==> src/rtl/ringbuf_xfer_seq_if.sv <==
// Bundle of the control, FIFO-side and ring-buffer-side signals of ringbuf_xfer_seq.
// The master modport is the environment (drives inputs); the slave modport is the sequencer.
interface ringbuf_xfer_seq_if #(
    parameter int unsigned NCHAN = 16,
    parameter int unsigned DW    = 12,
    parameter int unsigned NCHIP = 6,
    parameter int unsigned SW    = 7
);
    localparam int unsigned CW = (NCHAN > 1) ? $clog2(NCHAN) : 1;
    localparam int unsigned PW = (NCHIP > 1) ? $clog2(NCHIP) : 1;

    // Inputs to the sequencer
    logic                   jtag_mode;
    logic                   j_rd_fifo;
    logic                   rdy;
    logic [SW-1:0]          samp_max;
    logic [NCHAN-1:0]       chan_mask;
    logic [NCHAN*DW-1:0]    din;

    // Outputs from the sequencer
    logic [NCHAN-1:0]       rd_ena;
    logic                   wren;
    logic [DW-1:0]          dmux;
    logic [CW-1:0]          chan;
    logic [PW-1:0]          chip;
    logic [SW-1:0]          samp;
    logic                   busy;
    logic                   done;

    modport master (
        output jtag_mode, j_rd_fifo, rdy, samp_max, chan_mask, din,
        input  rd_ena, wren, dmux, chan, chip, samp, busy, done
    );

    modport slave (
        input  jtag_mode, j_rd_fifo, rdy, samp_max, chan_mask, din,
        output rd_ena, wren, dmux, chan, chip, samp, busy, done
    );
endinterface

==> src/rtl/ringbuf_xfer_seq.sv <==
// Ring-buffer transfer sequencer: scans NCHAN channel FIFOs x NCHIP chips x (SAMP_MAX+1)
// samples, issuing one FIFO read per ready cycle and writing each word into the ring buffer
// one cycle later. JTAG mode overrides everything and hands the FIFO read strobes to JTAG.
// Optional feature: define XFER_CHAN_MASK_EN to drop ring-buffer writes for masked channels
// (FIFO reads still happen so the FIFOs stay aligned).
module ringbuf_xfer_seq #(
    parameter int unsigned NCHAN = 16,
    parameter int unsigned DW    = 12,
    parameter int unsigned NCHIP = 6,
    parameter int unsigned SW    = 7
) (
    input  logic                i_clk,
    input  logic                i_rst_b,
    ringbuf_xfer_seq_if.slave   io_xfer
);
    localparam int unsigned CW = (NCHAN > 1) ? $clog2(NCHAN) : 1;
    localparam int unsigned PW = (NCHIP > 1) ? $clog2(NCHIP) : 1;

    localparam logic [CW-1:0] ChanLast = CW'(NCHAN - 1);
    localparam logic [PW-1:0] ChipLast = PW'(NCHIP - 1);

    typedef enum logic [1:0] {
        StIdle,
        StXfer,
        StFin,
        StHold
    } state_e;

    state_e          r_state, w_state_nxt;
    logic [CW-1:0]   r_chan, w_chan_nxt;
    logic [PW-1:0]   r_chip, w_chip_nxt;
    logic [SW-1:0]   r_samp, w_samp_nxt;
    logic [SW-1:0]   r_samp_max, w_samp_max_nxt;

    // Read-issue strobe for the current cycle
    logic            w_re;

    // Write pipeline: one cycle behind the FIFO read
    logic            r_wren, w_wren_nxt;
    logic [CW-1:0]   r_chan_rd;

    logic [NCHAN-1:0] w_rd_ena;
    logic [DW-1:0]    w_dmux;

    // State and scan-position registers
    always_ff @(posedge i_clk or negedge i_rst_b) begin
        if (!i_rst_b) begin
            r_state    <= StIdle;
            r_chan     <= '0;
            r_chip     <= '0;
            r_samp     <= '0;
            r_samp_max <= '0;
        end else begin
            r_state    <= w_state_nxt;
            r_chan     <= w_chan_nxt;
            r_chip     <= w_chip_nxt;
            r_samp     <= w_samp_nxt;
            r_samp_max <= w_samp_max_nxt;
        end
    end

    // Next state, scan-position advance and read issue; JTAG aborts from any state
    always_comb begin
        w_state_nxt    = r_state;
        w_chan_nxt     = r_chan;
        w_chip_nxt     = r_chip;
        w_samp_nxt     = r_samp;
        w_samp_max_nxt = r_samp_max;
        w_re           = 1'b0;

        if (io_xfer.jtag_mode) begin
            w_state_nxt = StIdle;
            w_chan_nxt  = '0;
            w_chip_nxt  = '0;
            w_samp_nxt  = '0;
        end else begin
            unique case (r_state)
                StIdle: begin
                    w_chan_nxt = '0;
                    w_chip_nxt = '0;
                    w_samp_nxt = '0;
                    if (io_xfer.rdy) begin
                        w_state_nxt    = StXfer;
                        // Transfer length is frozen here; later SAMP_MAX changes are ignored
                        w_samp_max_nxt = io_xfer.samp_max;
                    end
                end

                StXfer: begin
                    // RDY low simply holds the position, so the scan resumes where it paused
                    if (io_xfer.rdy) begin
                        w_re = 1'b1;
                        if (r_chan == ChanLast) begin
                            w_chan_nxt = '0;
                            if (r_chip == ChipLast) begin
                                w_chip_nxt = '0;
                                if (r_samp == r_samp_max) begin
                                    // Last read of the transfer; counters return to 0
                                    w_samp_nxt  = '0;
                                    w_state_nxt = StFin;
                                end else begin
                                    w_samp_nxt = r_samp + SW'(1);
                                end
                            end else begin
                                w_chip_nxt = r_chip + PW'(1);
                            end
                        end else begin
                            w_chan_nxt = r_chan + CW'(1);
                        end
                    end
                end

                StFin: begin
                    w_state_nxt = StHold;
                end

                StHold: begin
                    // Wait for the FIFOs to drain RDY before arming for the next transfer
                    if (!io_xfer.rdy) begin
                        w_state_nxt = StIdle;
                    end
                end

                default: begin
                    w_state_nxt = StIdle;
                end
            endcase
        end
    end

`ifdef XFER_CHAN_MASK_EN
    // Masked channels are still read but their word is not written
    assign w_wren_nxt = w_re & ~io_xfer.chan_mask[r_chan];
`else
    logic w_unused_chan_mask;
    assign w_unused_chan_mask = ^io_xfer.chan_mask;
    assign w_wren_nxt         = w_re;
`endif

    // Write-enable pipeline and channel index matching the one-cycle FIFO read latency
    always_ff @(posedge i_clk or negedge i_rst_b) begin
        if (!i_rst_b) begin
            r_wren    <= 1'b0;
            r_chan_rd <= '0;
        end else begin
            // w_re is already 0 under JTAG, so this also flushes the pipelined write
            r_wren <= w_wren_nxt;
            if (w_re) begin
                r_chan_rd <= r_chan;
            end
        end
    end

    // FIFO read enables: JTAG strobe fans out to every channel, otherwise one-hot on CHAN
    always_comb begin
        w_rd_ena = '0;
        if (io_xfer.jtag_mode) begin
            w_rd_ena = {NCHAN{io_xfer.j_rd_fifo}};
        end else if (w_re) begin
            w_rd_ena[r_chan] = 1'b1;
        end
    end

    // Write-data mux: DIN slice of the channel read in the previous cycle
    always_comb begin
        w_dmux = '0;
        for (int unsigned k = 0; k < NCHAN; k++) begin
            if (r_chan_rd == CW'(k)) begin
                w_dmux = io_xfer.din[k*DW +: DW];
            end
        end
    end

    assign io_xfer.rd_ena = w_rd_ena;
    assign io_xfer.wren   = r_wren & ~io_xfer.jtag_mode;
    assign io_xfer.dmux   = w_dmux;
    assign io_xfer.chan   = r_chan;
    assign io_xfer.chip   = r_chip;
    assign io_xfer.samp   = r_samp;
    assign io_xfer.busy   = (r_state == StXfer);
    assign io_xfer.done   = (r_state == StFin) & ~io_xfer.jtag_mode;

endmodule
==> src/flat_wrapper.sv <==
// flat-port wrapper written by rule: the top's interface ports become plain ports
module ringbuf_xfer_seq_flat 
#(
    parameter int unsigned NCHAN = 16,
    parameter int unsigned DW    = 12,
    parameter int unsigned NCHIP = 6,
    parameter int unsigned SW    = 7
)
  (i_clk, i_rst_b, io_xfer_jtag_mode, io_xfer_j_rd_fifo, io_xfer_rdy, io_xfer_samp_max, io_xfer_chan_mask, io_xfer_din, io_xfer_rd_ena, io_xfer_wren, io_xfer_dmux, io_xfer_chan, io_xfer_chip, io_xfer_samp, io_xfer_busy, io_xfer_done);
  ringbuf_xfer_seq_if #(.NCHAN(NCHAN), .DW(DW), .NCHIP(NCHIP), .SW(SW)) io_xfer_i ();
  input  logic i_clk;
  input  logic i_rst_b;
  input wire logic [$bits(io_xfer_i.jtag_mode)-1:0] io_xfer_jtag_mode;
  input wire logic [$bits(io_xfer_i.j_rd_fifo)-1:0] io_xfer_j_rd_fifo;
  input wire logic [$bits(io_xfer_i.rdy)-1:0] io_xfer_rdy;
  input wire logic [$bits(io_xfer_i.samp_max)-1:0] io_xfer_samp_max;
  input wire logic [$bits(io_xfer_i.chan_mask)-1:0] io_xfer_chan_mask;
  input wire logic [$bits(io_xfer_i.din)-1:0] io_xfer_din;
  output wire logic [$bits(io_xfer_i.rd_ena)-1:0] io_xfer_rd_ena;
  output wire logic [$bits(io_xfer_i.wren)-1:0] io_xfer_wren;
  output wire logic [$bits(io_xfer_i.dmux)-1:0] io_xfer_dmux;
  output wire logic [$bits(io_xfer_i.chan)-1:0] io_xfer_chan;
  output wire logic [$bits(io_xfer_i.chip)-1:0] io_xfer_chip;
  output wire logic [$bits(io_xfer_i.samp)-1:0] io_xfer_samp;
  output wire logic [$bits(io_xfer_i.busy)-1:0] io_xfer_busy;
  output wire logic [$bits(io_xfer_i.done)-1:0] io_xfer_done;
  assign io_xfer_i.jtag_mode = io_xfer_jtag_mode;
  assign io_xfer_i.j_rd_fifo = io_xfer_j_rd_fifo;
  assign io_xfer_i.rdy = io_xfer_rdy;
  assign io_xfer_i.samp_max = io_xfer_samp_max;
  assign io_xfer_i.chan_mask = io_xfer_chan_mask;
  assign io_xfer_i.din = io_xfer_din;
  assign io_xfer_rd_ena = io_xfer_i.rd_ena;
  assign io_xfer_wren = io_xfer_i.wren;
  assign io_xfer_dmux = io_xfer_i.dmux;
  assign io_xfer_chan = io_xfer_i.chan;
  assign io_xfer_chip = io_xfer_i.chip;
  assign io_xfer_samp = io_xfer_i.samp;
  assign io_xfer_busy = io_xfer_i.busy;
  assign io_xfer_done = io_xfer_i.done;
  ringbuf_xfer_seq #(.NCHAN(NCHAN), .DW(DW), .NCHIP(NCHIP), .SW(SW)) u_core (.i_clk(i_clk), .i_rst_b(i_rst_b), .io_xfer(io_xfer_i));
endmodule
==> config.mk <==
export PLATFORM = sky130hd
export DESIGN_NAME = ringbuf_xfer_seq_flat
export DESIGN_NICKNAME = d
export VERILOG_FILES = /design/src/rtl/ringbuf_xfer_seq_if.sv /design/src/rtl/ringbuf_xfer_seq.sv /design/src/flat_wrapper.sv
export SDC_FILE = /design/constraint.sdc
export NUM_CORES = 1
export LEC_CHECK = 0
export ABC_AREA = 1
export CAP_MARGIN = 20
export CELL_PAD_IN_SITES_DETAIL_PLACEMENT = 0
export CELL_PAD_IN_SITES_GLOBAL_PLACEMENT = 2
export CORE_AREA = 2 2 164 166
export DETAILED_ROUTE_END_ITERATION = 8
export DIE_AREA = 0 0 166 168
export PLACE_DENSITY = 0.8
export SYNTH_ARGS = -nofsm -noshare
export SYNTH_HDL_FRONTEND = slang
export SYNTH_SLANG_ARGS = --single-unit
export TNS_END_PERCENT = 50
==> constraint.sdc <==
create_clock -name i_clk -period 1.9 [get_ports i_clk]
set_input_delay 0.38 -clock i_clk [delete_from_list [all_inputs] [get_ports i_clk]]
set_output_delay 0.38 -clock i_clk [all_outputs]
set_load 0.05 [all_outputs]
After elaboration in Yosys (flattened, before gate mapping). Index checks and enable logic that the tools add are counted.

$lt $le $gt $ge: 2. Mux-type cells: 46. Bitwise logic cells: 3. Equality and inequality tests: 27. Reductions and logical operators: 9. Add/sub/neg operators: 3.

Operator list (count): 2-to-1 mux 12 bit (16); == test 4 bit, second input constant (9); 2-to-1 mux 7 bit (5); 2-to-1 mux 16 bit (2); == test 4 x 3 -> 1 bit, second input constant (4); 2-to-1 mux 2 bit (7); one-hot mux 7 bit (2 select lines) (1); 2-to-1 mux 3 bit (4); 2-to-1 mux 4 bit (3); != test 3 x 2 -> 1 bit, second input constant (3); != test 3 bit, second input constant (3); == test 4 x 2 -> 1 bit, second input constant (2); one-hot mux 2 bit (4 select lines) (1); one-hot mux 4 bit (2 select lines) (1); adder 7 x 1 -> 7 bit, second input constant (1); == test 7 bit (1); one-hot mux 3 bit (2 select lines) (1); AND reduction 3 bit (2); AND reduction 6 bit (1); less-than comparator 4 x 5 -> 1 bit, second input constant (1); adder 4 x 1 -> 4 bit, second input constant (1); demux 1 bit (select 4 bit) (1); == test 2 bit, second input constant (2); == test 4 x 1 -> 1 bit, second input constant (1); other kinds (13) (17).

Word-level logic and storage cells: 97. Output and inout bits: 45. Flip-flop bits (word level): 28.

Depth between registers and ports, before layout.
Depth after elaboration: 17. Mapped depth: 13. Gate-level depth less buffers: 12.

Least setup slack after synthesis. Ideal clock, no wire load.

Path kind: reg2out. Start point: register u_core.r_state[1]. End point: output port io_xfer_rd_ena[10]. Arrival: 2905 ps. Required time: 1520 ps. Cell stages (with the launch flop): 8. Setup slack: -1385 ps. Cells stage by stage: dfrtp_1 > inv_1 > ha_1 > nand2_4 > nor2_1 > inv_1 > clkbuf_1 > o31ai_1.

Word-level cells in the longest chain between the ends: 5.

Ends and longest elaborated chain: start, declared (line ringbuf_xfer_seq.sv:29) `state_e r_state, w_state_nxt;`; start signal, assigned (line ringbuf_xfer_seq.sv:48) `r_state <= StIdle;`; start signal, assigned (line ringbuf_xfer_seq.sv:54) `r_state <= w_state_nxt;`; == test 2 x 1 -> 1 bit; named net io_xfer_busy (line flat_wrapper.sv:25) `output wire logic [$bits(io_xfer_i.busy)-1:0] io_xfer_busy;`; 2-to-1 mux 1 bit (line ringbuf_xfer_seq.sv:77) `unique case (r_state)`; 2-to-1 mux 1 bit (line ringbuf_xfer_seq.sv:71) `if (io_xfer.jtag_mode) begin`; named net u_core.w_re (line ringbuf_xfer_seq.sv:36) `logic w_re;`; 2-to-1 mux 16 bit (line ringbuf_xfer_seq.sv:159) `end else if (w_re) begin`; 2-to-1 mux 16 bit (line ringbuf_xfer_seq.sv:157) `if (io_xfer.jtag_mode) begin`; end, declared (line flat_wrapper.sv:19) `output wire logic [$bits(io_xfer_i.rd_ena)-1:0] io_xfer_rd_ena;`.

The timed path passes the listed nets, and every way through them passes these cells.

Final worst setup path.
Start point: register u_core.r_chan_rd[2]. End point: output port io_xfer_dmux[2].

Word-level cells in the longest chain between the ends: 17. Elaborated cells on any way between the ends: 32. Classes of those cells: eq/ne (15); mux (16); reduce/logical (1).

Ends and longest elaborated chain: start, declared (line ringbuf_xfer_seq.sv:40) `logic [CW-1:0] r_chan_rd;`; start signal, assigned (line ringbuf_xfer_seq.sv:149) `r_chan_rd <= r_chan;`; logical NOT 4 bit (line ringbuf_xfer_seq.sv:168) `if (r_chan_rd == CW'(k)) begin`; 2-to-1 mux 12 bit (15 in a row) (line ringbuf_xfer_seq.sv:168); 2-to-1 mux 12 bit * (line ringbuf_xfer_seq.sv:168); end, declared (line flat_wrapper.sv:21) `output wire logic [$bits(io_xfer_i.dmux)-1:0] io_xfer_dmux;`.

Every way passes the cells marked *; elsewhere a longest branch is shown, timed or not.

==> results.sh <==
export IMPL_tritoncts="yes"
export IMPL_fin_ws_ns=-0.733
export IMPL_numCtsBuffers=3
export IMPL_drt_initial_drc_count=210
export IMPL_overflow=0
export IMPL_grt_max_degree=29
export IMPL_tns_ns=-10.51
export IMPL_place_detailed_hpwl_mm=15.9
export IMPL_clk_path_buf_depth=2
export IMPL_power_leakage_nw=3.44
export IMPL_first_global_vias=4962
export IMPL_tightestPinTransition_ns=0.382
export IMPL_finalHoldViolCount=0
export IMPL_grt_antenna_before_repair=1
export IMPL_fmax_mhz=380
export IMPL_clk_transition_reported_paths_ns=0.07
export IMPL_drive_gt1_frac=0.296
export IMPL_grt_pass1_wl_mm=28.4
export IMPL_postLayoutCoreUtil=0.301
export IMPL_reg2reg_depth=13
export IMPL_hold_buffers=0
export IMPL_io_buffers=248
export IMPL_ir_worst_vdd_v=0.000675
export IMPL_crit_path_end_kind="primary output"
export IMPL_netlist_area_sq_um=3360
export IMPL_setup_viol=30
export IMPL_status="complete, but fails checks"
export IMPL_dr_pass1_iters=4
export IMPL_crit_chain="buf_4 > nor2_4 > clkbuf_16 > nand3_2 > nand2_1 > nor2_2 > nand4_1 > nor2_1 > nand3_1 > nand2_1 > nand3_2 > nand2_2 > nand4_1 > buf_12"
export IMPL_critical_path_top_delay_family="simple AND/OR/NAND/NOR gates"
export IMPL_via_per_inst=3.88
export IMPL_synth_seq_cells=28
export IMPL_worstHoldPathType="primary input to async pin"
export IMPL_syn_to_final_growth_pct=136
export IMPL_top_level_ports=265
export IMPL_cp_max_fo=13
export IMPL_fin_nets=1147
export IMPL_preCtsSetupSlack_ns=-0.560
export IMPL_synth_cells=593
export IMPL_power_density_nw_per_um2=1190
export IMPL_yosysUniqueCellTypes=29
export IMPL_synth_area_per_cell_sq_um=5.67
export IMPL_clock_sinks=28
export IMPL_clock_skew_ns=0.00393
export IMPL_crit_buf_inv=3
export IMPL_floorplan_initialDensity=0.128
export IMPL_violations="negative setup slack"
export IMPL_rows=60
export IMPL_coreArea_sq_um=26400
export IMPL_dieArea_sq_um=27900
export IMPL_post_route_period_util=1.39
export IMPL_seq_area_frac_synth=0.208
export IMPL_drc=0
export IMPL_drv_cap=0
export IMPL_cp_slowest_cell="dfrtp_1"
export IMPL_ys_warn_count=0
export IMPL_grt_usage=0.129
export IMPL_cts_root_buf="clkbuf_16"
export IMPL_die_h_um=168
export IMPL_synth_net_count=822
export IMPL_via_count=4890
export IMPL_die_width_um=166
export IMPL_worstSetupStartpointType="register"
export IMPL_ant_nets=0
export IMPL_rsz0062_at_grt="yes"
export IMPL_crit_type="register to primary output"
export IMPL_wl_per_cell_um=14.8
export IMPL_cp_arrival_ns=2.25
export IMPL_wl_mm=18.7
export IMPL_clk_latency_ns=0.27
export IMPL_ctsHtreeMaxLevel=1
export IMPL_cp_required_ns=1.52
export IMPL_drv_slew=0
export IMPL_path_depth=14
export IMPL_total_power_w=0.00946
export IMPL_slew_headroom=0.745
export IMPL_slowest_delay_ns=0.41
export IMPL_gp_congestion=0.847
export IMPL_period_needed_ns=2.63
## path summary, 6_finish.rpt
path                                                   from                                  to  slack, ns
max                         u_core.r_chan_rd[2]$_DFFE_PN0P_                     io_xfer_dmux[2]      -0.73
min                                                 i_rst_b    u_core.r_samp_max[0]$_DFFE_PN0P_       0.50
max reg2reg                   u_core.r_state[0]$_DFFE_PN0P_  u_core.io_xfer.samp[6]$_DFFE_PN0P_      -0.04
min reg2reg                u_core.r_samp_max[4]$_DFFE_PN0P_    u_core.r_samp_max[4]$_DFFE_PN0P_       0.53
max in group asynchronous                           i_rst_b  u_core.io_xfer.chan[0]$_DFFE_PN0P_       1.10
min in group i_clk         u_core.r_samp_max[4]$_DFFE_PN0P_    u_core.r_samp_max[4]$_DFFE_PN0P_       0.53
## cells by family after synthesis
kind of cell / Yosys count / share of synthesized area
AO/OA/AOI/OAI: 50 / 0.0904
XOR/XNOR: 8 / 0.0208
adder cells (fa/ha/maj): 9 / 0.0335
buffers and inverters: 104 / 0.118
flip-flops: 28 / 0.208
multiplexers: 7 / 0.0234
AND/OR/NAND/NOR: 387 / 0.506
## metrics by stage
stage	instance area [sq um]	hold slack (ns)	std cells
after floorplan	3720	0.0844	593
after global placement	7460	0.509	1244
after CTS	7780	0.516	1253
after global routing	7940	0.542	1259
final	7940	0.501	1259
after detailed placement	7460	0.515	1244
## cells in the mapped netlist, drive strengths merged
cell / count / share of area
ha: 9 / 0.033
clkinv: 1 / 0.0011
a22oi: 1 / 0.0022
dfrtp: 28 / 0.21
mux2: 7 / 0.023
nor3: 2 / 0.0063
o31ai: 11 / 0.025
a21oi: 16 / 0.025
or2: 12 / 0.022
clkbuf: 10 / 0.011
xor2: 3 / 0.0078
a2111oi: 1 / 0.0026
a31oi: 1 / 0.0063
inv: 88 / 0.098
nor2: 84 / 0.10
buf: 5 / 0.0074
xnor2: 5 / 0.013
o21ai: 20 / 0.030
nand2: 203 / 0.23
nand4: 35 / 0.065
nand3: 51 / 0.080
## power by group
part	internal [W]	switching (W)	leakage, nW
combinational	0.00353	0.00433	3.03
clock	0.000420	0.000220	0.0511
sequential	0.000776	0.000179	0.360
## placed cells by master (no fill, tap or decap), types with 10 or more instances in the layout
master / synthesis / final
a21oi_1: 15 / 15
buf_12: 0 / 41
buf_4: 0 / 83
clkdlybuf4s50_1: 0 / 201
dfrtp_1: 28 / 23
inv_1: 84 / 69
inv_2: 4 / 13
nand2_1: 202 / 179
nand2_2: 0 / 19
nand3_1: 50 / 33
nand3_2: 0 / 17
nand4_1: 35 / 35
nor2_1: 75 / 52
nor2_2: 7 / 16
nor2_4: 2 / 16
o21ai_0: 20 / 15
o31ai_4: 0 / 11
or2_2: 10 / 10
## repair_timing
action / 4_1_cts / 5_1_grt
buffers inserted: 5 / 4
setup endpoints to repair: 30 / 37
pin swaps: 37 / 34
resized for setup: 55 / 31
cloned: 0 / 1
## worst register-to-register path, stage by stage (launching register included)
cell and delay, ns:
dfrtp_1 0.43, ha_4 0.19, nand2_4 0.08, buf_6 0.12, nor2_4 0.04, a31oi_4 0.17
buf_4 0.14, inv_2 0.03, nor2_4 0.16, nand3_4 0.12, nor3_4 0.17, nand3_1 0.09
nand2_1 0.06, nor2_1 0.03
## cell type report
cell class / count / area [sq um]
diodes: 1 / 2.50
clock buffers: 3 / 75.1
clock inverters: 1 / 30.0
fillers: 2849 / 18400
inverters: 89 / 353
multi-input cells: 461 / 2770
flip-flops and latches: 28 / 707
well taps: 341 / 427
repair buffers: 335 / 3580
## routing by layer
metal / global-route usage / vias to the layer above / wire length, um
met2: 0.232 / 151 / 9510
met1: 0.163 / 2197 / 7930
met5: 0 / - / 0
met4: 0.0132 / 0 / 97
li1: - / 2536 / -
met3: 0.0268 / 6 / 1150
## flip-flops by register name, indices dropped and copies added (netlist names)
name / count
u_core.r_wren: 1
u_core.io_xfer.chan: 4
u_core.r_samp_max: 7
u_core.r_chan_rd: 4
u_core.io_xfer.chip: 3
u_core.io_xfer.samp: 7
u_core.r_state: 2
No activity file was read; power rests on OpenSTA's default activity.
